<file path="config.mk">
export PLATFORM = sky130hd
export DESIGN_NAME = riscv_alu
export DESIGN_NICKNAME = d
export VERILOG_FILES = /design/src/rtl/riscv_alu.sv
export SDC_FILE = /design/constraint.sdc
export NUM_CORES = 1
export LEC_CHECK = 0
export BUFFER_PORTS_ARGS = -buffer_cell sky130_fd_sc_hd__buf_2
export CORE_MARGIN = 2
export CORE_UTILIZATION = 50
export DETAILED_ROUTE_END_ITERATION = 8
export PLACE_DENSITY = 0.7
export SYNTH_ARGS = -nofsm -noshare
export SYNTH_HDL_FRONTEND = slang
export SYNTH_SLANG_ARGS = --single-unit
export TNS_END_PERCENT = 5
</file>
<file path="constraint.sdc">
create_clock -name clk -period 10.4 [get_ports clk]
set_input_delay 0.52 -clock clk [delete_from_list [all_inputs] [get_ports clk]]
set_output_delay 0.52 -clock clk [all_outputs]
set_load 0.02 [all_outputs]
</file>
<file path="src/rtl/riscv_alu.sv">
// RV32I integer ALU: arithmetic/logic/shift/set-less-than on Result, branch compare on Flag,
// sticky IllegalOp for undefined opcodes. Define ALU_OUT_REG_EN to register Result/Flag (1-cycle latency).
module riscv_alu (
    input  logic        clk,
    input  logic        rst,
    input  logic [4:0]  ALUOp,
    input  logic [31:0] A,
    input  logic [31:0] B,
    output logic [31:0] Result,
    output logic        Flag,
    output logic        IllegalOp
);

    localparam logic [4:0] OP_ADD  = 5'b00000;
    localparam logic [4:0] OP_SUB  = 5'b01000;
    localparam logic [4:0] OP_XOR  = 5'b00100;
    localparam logic [4:0] OP_OR   = 5'b00110;
    localparam logic [4:0] OP_AND  = 5'b00111;
    localparam logic [4:0] OP_SLL  = 5'b00001;
    localparam logic [4:0] OP_SRL  = 5'b00101;
    localparam logic [4:0] OP_SRA  = 5'b01101;
    localparam logic [4:0] OP_SLTS = 5'b00010;
    localparam logic [4:0] OP_SLTU = 5'b00011;
    localparam logic [4:0] OP_LTS  = 5'b11100;
    localparam logic [4:0] OP_LTU  = 5'b11110;
    localparam logic [4:0] OP_GES  = 5'b11101;
    localparam logic [4:0] OP_GEU  = 5'b11111;
    localparam logic [4:0] OP_EQ   = 5'b11000;
    localparam logic [4:0] OP_NE   = 5'b11001;

    logic [31:0] result_d;
    logic        flag_d;
    logic        legal_op;
    logic        illegal_d;
    logic        illegal_q;
    logic        lt_s;
    logic        lt_u;
    logic [4:0]  shamt;

    assign lt_s  = $signed(A) < $signed(B);
    assign lt_u  = A < B;
    assign shamt = B[4:0];

    always_comb begin
        result_d = '0;
        flag_d   = 1'b0;
        legal_op = 1'b1;
        case (ALUOp)
            OP_ADD:  result_d = A + B;
            OP_SUB:  result_d = A - B;
            OP_XOR:  result_d = A ^ B;
            OP_OR:   result_d = A | B;
            OP_AND:  result_d = A & B;
            OP_SLL:  result_d = A << shamt;
            OP_SRL:  result_d = A >> shamt;
            OP_SRA:  result_d = $unsigned($signed(A) >>> shamt);
            OP_SLTS: result_d = {31'b0, lt_s};
            OP_SLTU: result_d = {31'b0, lt_u};
            OP_LTS:  flag_d   = lt_s;
            OP_LTU:  flag_d   = lt_u;
            OP_GES:  flag_d   = ~lt_s;
            OP_GEU:  flag_d   = ~lt_u;
            OP_EQ:   flag_d   = (A == B);
            OP_NE:   flag_d   = (A != B);
            default: legal_op = 1'b0;
        endcase
    end

    // Once set, only reset clears the error indication.
    assign illegal_d = illegal_q | ~legal_op;

    always_ff @(posedge clk or posedge rst) begin
        if (rst) begin
            illegal_q <= 1'b0;
        end else begin
            illegal_q <= illegal_d;
        end
    end

    assign IllegalOp = illegal_q;

`ifdef ALU_OUT_REG_EN
    logic [31:0] result_q;
    logic        flag_q;

    always_ff @(posedge clk or posedge rst) begin
        if (rst) begin
            result_q <= '0;
            flag_q   <= 1'b0;
        end else begin
            result_q <= result_d;
            flag_q   <= flag_d;
        end
    end

    assign Result = result_q;
    assign Flag   = flag_q;
`else
    assign Result = result_d;
    assign Flag   = flag_d;
`endif

endmodule

</file>
== Word-level counts from Yosys, hierarchy flattened ==
Cells that the tools add are included.
Storage, ports and cells
  flip-flop bits (word level): 1
  bits in latches: 0
  RAM bits: 0
  memory bits (read-only): 0
  input port bits: 71
  output and inout bits: 34
  memories: 0
Operators by class
  $add $sub $neg: 2
  multiply operators: 0
  div/mod/pow operators: 0
  magnitude comparators: 2
  equal/unequal tests: 17
  shifts and indexed selects: 3
  muxes and demuxes: 3
  bitwise logic cells: 7
  reductions and logical operators: 2
Operators by type and width (count)
  32-bit case mux with 10 select lines: 1
  32-bit < comparator: 2
  32-bit adder: 1
  32-bit AND: 1
  32-bit equality test: 1
  32-bit != test: 1
  32-bit OR: 1
  32-bit by 5-bit << shifter with 32-bit output: 1
  32-bit by 5-bit right shift with 32-bit output: 1
  32-bit by 5-bit >>> shifter with 32-bit output: 1
  32-bit subtractor: 1
  32-bit bitwise XOR: 1
  5-bit equality test (second input constant): 6
  5-bit by 3-bit equality test with 1-bit output (second input constant): 4
  16-bit OR reduction: 1
  5-bit by 2-bit equality test with 1-bit output (second input constant): 2
  5-bit by 4-bit equality test with 1-bit output (second input constant): 2
  1-bit case mux with 6 select lines: 1
  5-bit by 1-bit equality test with 1-bit output (second input constant): 1
  5-bit zero test: 1
  1-bit inverter: 3
  1-bit 2-to-1 mux: 1
  1-bit OR: 1

== Depth between registers and ports, before layout ==
  depth in word-level cells: 5
  mapped depth: 16
  mapped depth without buffers: 12

== Worst setup path after synthesis ==
OpenSTA, ideal clock, no wires.
  path type: input-to-output
  start point: input port B[2]
  end point: output port Result[24]
  arrival time: 4665 ps
  slack: 5215 ps
  stages on the path: 16
  path buffers: 5
  cell sequence: clkbuf_1 inv_1 buf_1 buf_1 clkbuf_1 ha_1 buf_2 o21bai_1 a2111o_1 a311o_1 a211o_1 a211o_1 a31oi_1 mux2i_1 xnor2_1 o21ai_0
Between the ends
  cells in the longest elaborated chain, start to end: 2
  elaborated cells on any way between the ends: 6
  classes of those cells: 2 x add/sub; 3 x shift; 1 x mux
RTL lines
  from (decl): RTL line 8  | input logic [31:0] B,
  32-bit subtractor, or another cell as far along: RTL line 50  | OP_SUB: result_d = A - B;
  32-bit case mux with 10 select lines *: RTL line 48  | case (ALUOp)
  to (decl): RTL line 9  | output logic [31:0] Result,
Every way passes the cells marked *; elsewhere a longest branch is shown, timed or not.

== Worst setup path in the final report ==
  start point: input port B[1]
  end point: output port Result[25]
The elaborated chain is that of the path after synthesis.

==> flow_metrics.py <==
metrics = {
    "worst_setup_path": {
        "path_max_fanout": 71,
        "crit_type": "primary input to output pin",
        "r2r_cells": 1,
        "cp.arrival_ns": 5.71,
        "critPathSlowestCell": "clkinv_1",
        "cp_cell_sequence": "buf_2 > buf_4 > clkinv_1 > ha_1 > nor2_1 > o311ai_0 > nand3_1 > a31oi_1 > o21bai_1 > a31oi_1 > mux2i_1 > xnor2_1 > o221ai_1 > buf_2",
        "critPathMaxStageDelay_ns": 0.90,
        "cp-start-kind": "primary input",
        "r2r_start": "IllegalOp",
        "reg2reg_slack_ns": 9.69,
        "r2r-end": "IllegalOp",
        "crit_path_end_kind": "output pin",
        "crit_family": "buffers and inverters",
        "crit_required_ns": 9.88,
        "critPathBufInv": 4,
    },
    "timing": {
        "setup_ws_ns": 4.17,
        "hold_viol": 0,
        "worst_slew_pin_slew_ns": 0.953,
        "fmax_mhz": 160,
        "finalCritPeriodShare": 0.599,
        "maxSlewViolCount": 0,
        "setup_tns_ns": 0,
        "slew_headroom": 0.359,
        "rsz0062_at_grt": "false",
        "setup_viol": 0,
        "fin_crit_ns": 6.23,
        "fin_skew_ns": 0,
    },
    "logic_synthesis": {
        "synth_commonest_cells": "162 x nor2_1, 127 x a21oi_1, 115 x o21ai_0",
        "yosysUniqueCellTypes": 68,
        "ys.flop_type": "dfrtp_1",
        "synth_most_common_cell": "nor2_1",
        "async_flop_share": 1.00,
        "synthTopCellsByArea": "ha_1 14%, mux4_2 12%, a21oi_1 7.3%, nor2_1 7.0%, o21ai_0 6.6%",
        "synth_top_area_frac": 0.142,
        "yosysSeqAreaShare": 0.00287,
        "yosys_register_bits": 1,
        "synthCells": 1297,
        "synth_nets": 1469,
        "synth_warnings": 0,
        "synth.avg_cell_area_um2": 6.72,
        "synth_edf_count": 0,
        "yosys.area.top_type": "ha_1",
        "netlist_area_um2": 8720,
    },
    "clock_network": {
        "clkLatencyLatePin_ns": 0,
        "path_clk_slew_ns": 0,
        "cts.repair.resized": 0,
        "cts_setup_buffers": 0,
        "hold_buffers": 0,
    },
    "drt": {
        "wl_per_cell_um": 26.4,
        "vias_per_cell": 7.17,
        "route.detailed.drc": 0,
        "drt-initial-drc-count": 1755,
        "vias": 11000,
        "wl_met3_um": 4910,
        "wl_met2_um": 17300,
        "dr.pass1.iters": 9,
        "top_layer": "met4",
        "wirelength_um": 40600,
        "antenna_left": 0,
        "wl_met1_um": 16900,
    },
    "grt": {
        "grt_pass1_vias": 9789,
        "grt_pass1_wl_um": 60300,
        "grt_max_degree": 72,
        "antenna_found_initial": 0,
        "grtUsageTotal": 0.425,
        "grt_overflow": 0,
    },
    "power": {
        "powerDensity_nw_per_um2": 57.9,
        "power_uw": 535,
        "ir_worst_vdd_mv": 0.0340,
        "p_leak_uw": 0.00416,
    },
    "die": {
        "rows": 48,
        "die_x_um": 136,
        "start_util": 0.507,
        "dieArea_um2": 18500,
        "core_area_um2": 17200,
        "die_y_um": 136,
        "ios": 105,
    },
    "final_layout": {
        "nets": 1484,
        "nFillCells": 1830,
        "largest_reg_flops": 1,
        "area_growth_pct": 5.87,
        "final_layout_size_suffix_gt1_frac": 0.147,
    },
    "status": {
        "status": "finished, final reports clean",
    },
    "placed_design": {
        "port_buffers": 104,
        "pre_cts_ws_ns": 4.42,
        "dpl.hpwl_um": 31700,
        "gp_congestion": 1.04,
    },
    "flow_run": {
        "maxCapViolCount": 0,
    },
    "worst_hold_path": {
        "hp-class": "primary input to async pin",
    },
}
per-stage QoR:
step | hold WS [ns] | cell area (µm²) | util | instances
final | 0.365 | 9230 | 0.537 | 1536
after CTS | 0.366 | 9230 | 0.537 | 1535
after detailed placement | 0.365 | 9230 | 0.537 | 1535
after global placement | 0.355 | 9230 | 0.537 | 1535
after global routing | 0.377 | 9230 | 0.537 | 1535
after floorplan | 0.249 | 8720 | - | 1297
cells in the final DEF, fill, tap and decap left out, types with 17 or more instances in the layout:
master,count
nor3_1,27
a22oi_1,20
o211ai_1,19
ha_1,99
a221oi_1,17
inv_1,105
mux4_2,45
o22ai_1,17
mux2i_1,50
nand2_1,92
nor2_1,162
a211oi_1,29
buf_2,103
a31oi_1,17
nand3_1,30
a21oi_1,127
o21ai_0,115
worst max-delay path by stage:
stage | start | to | cells past startpoint
finish | B[1] | Result[25] | 14
global route | B[1] | Result[25] | 14
CTS | B[1] | Result[25] | 14
detailed placement | B[1] | Result[25] | 14
global placement | B[1] | Result[30] | 14
floorplan | B[2] | Result[24] | 16
area by class of cell:
| cell class | instances | area (µm²) | share of cell area |
|---|---|---|---|
| multi-input cells | 1083 | 7890 | 0.855 |
| flip-flops and latches | 1 | 25.0 | 0.00271 |
| diodes | 1 | 2.50 | 0.000271 |
| well taps | 225 | 282 | 0.0305 |
| repair buffers | 117 | 621 | 0.0673 |
| inverters | 109 | 409 | 0.0443 |
per-layer routing:
layer	track usage	vias to the layer above
met1	0.622	5266
li1	-	4841
met2	0.639	804
met5	0	-
met3	0.0649	100
met4	0.123	0
kinds of logic after synthesis:
group | synth area share
AOI/OAI and AO/OA | 0.356
buffers and inverters | 0.0932
adders and majority gates | 0.147
and+or+nand+nor | 0.194
DFF | 0.00287
muxes | 0.188
xor gates and xnor gates | 0.0191
power breakdown:
| part | internal, µW | leakage [µW] | switching [µW] |
|---|---|---|---|
| Sequential | 3.96 | 0.00000875 | 0.0000000794 |
| Clock | 0.00000529 | 0.00000000634 | 0 |
| Combinational | 183 | 0.00415 | 348 |
Power figures use the tool's default switching activity.
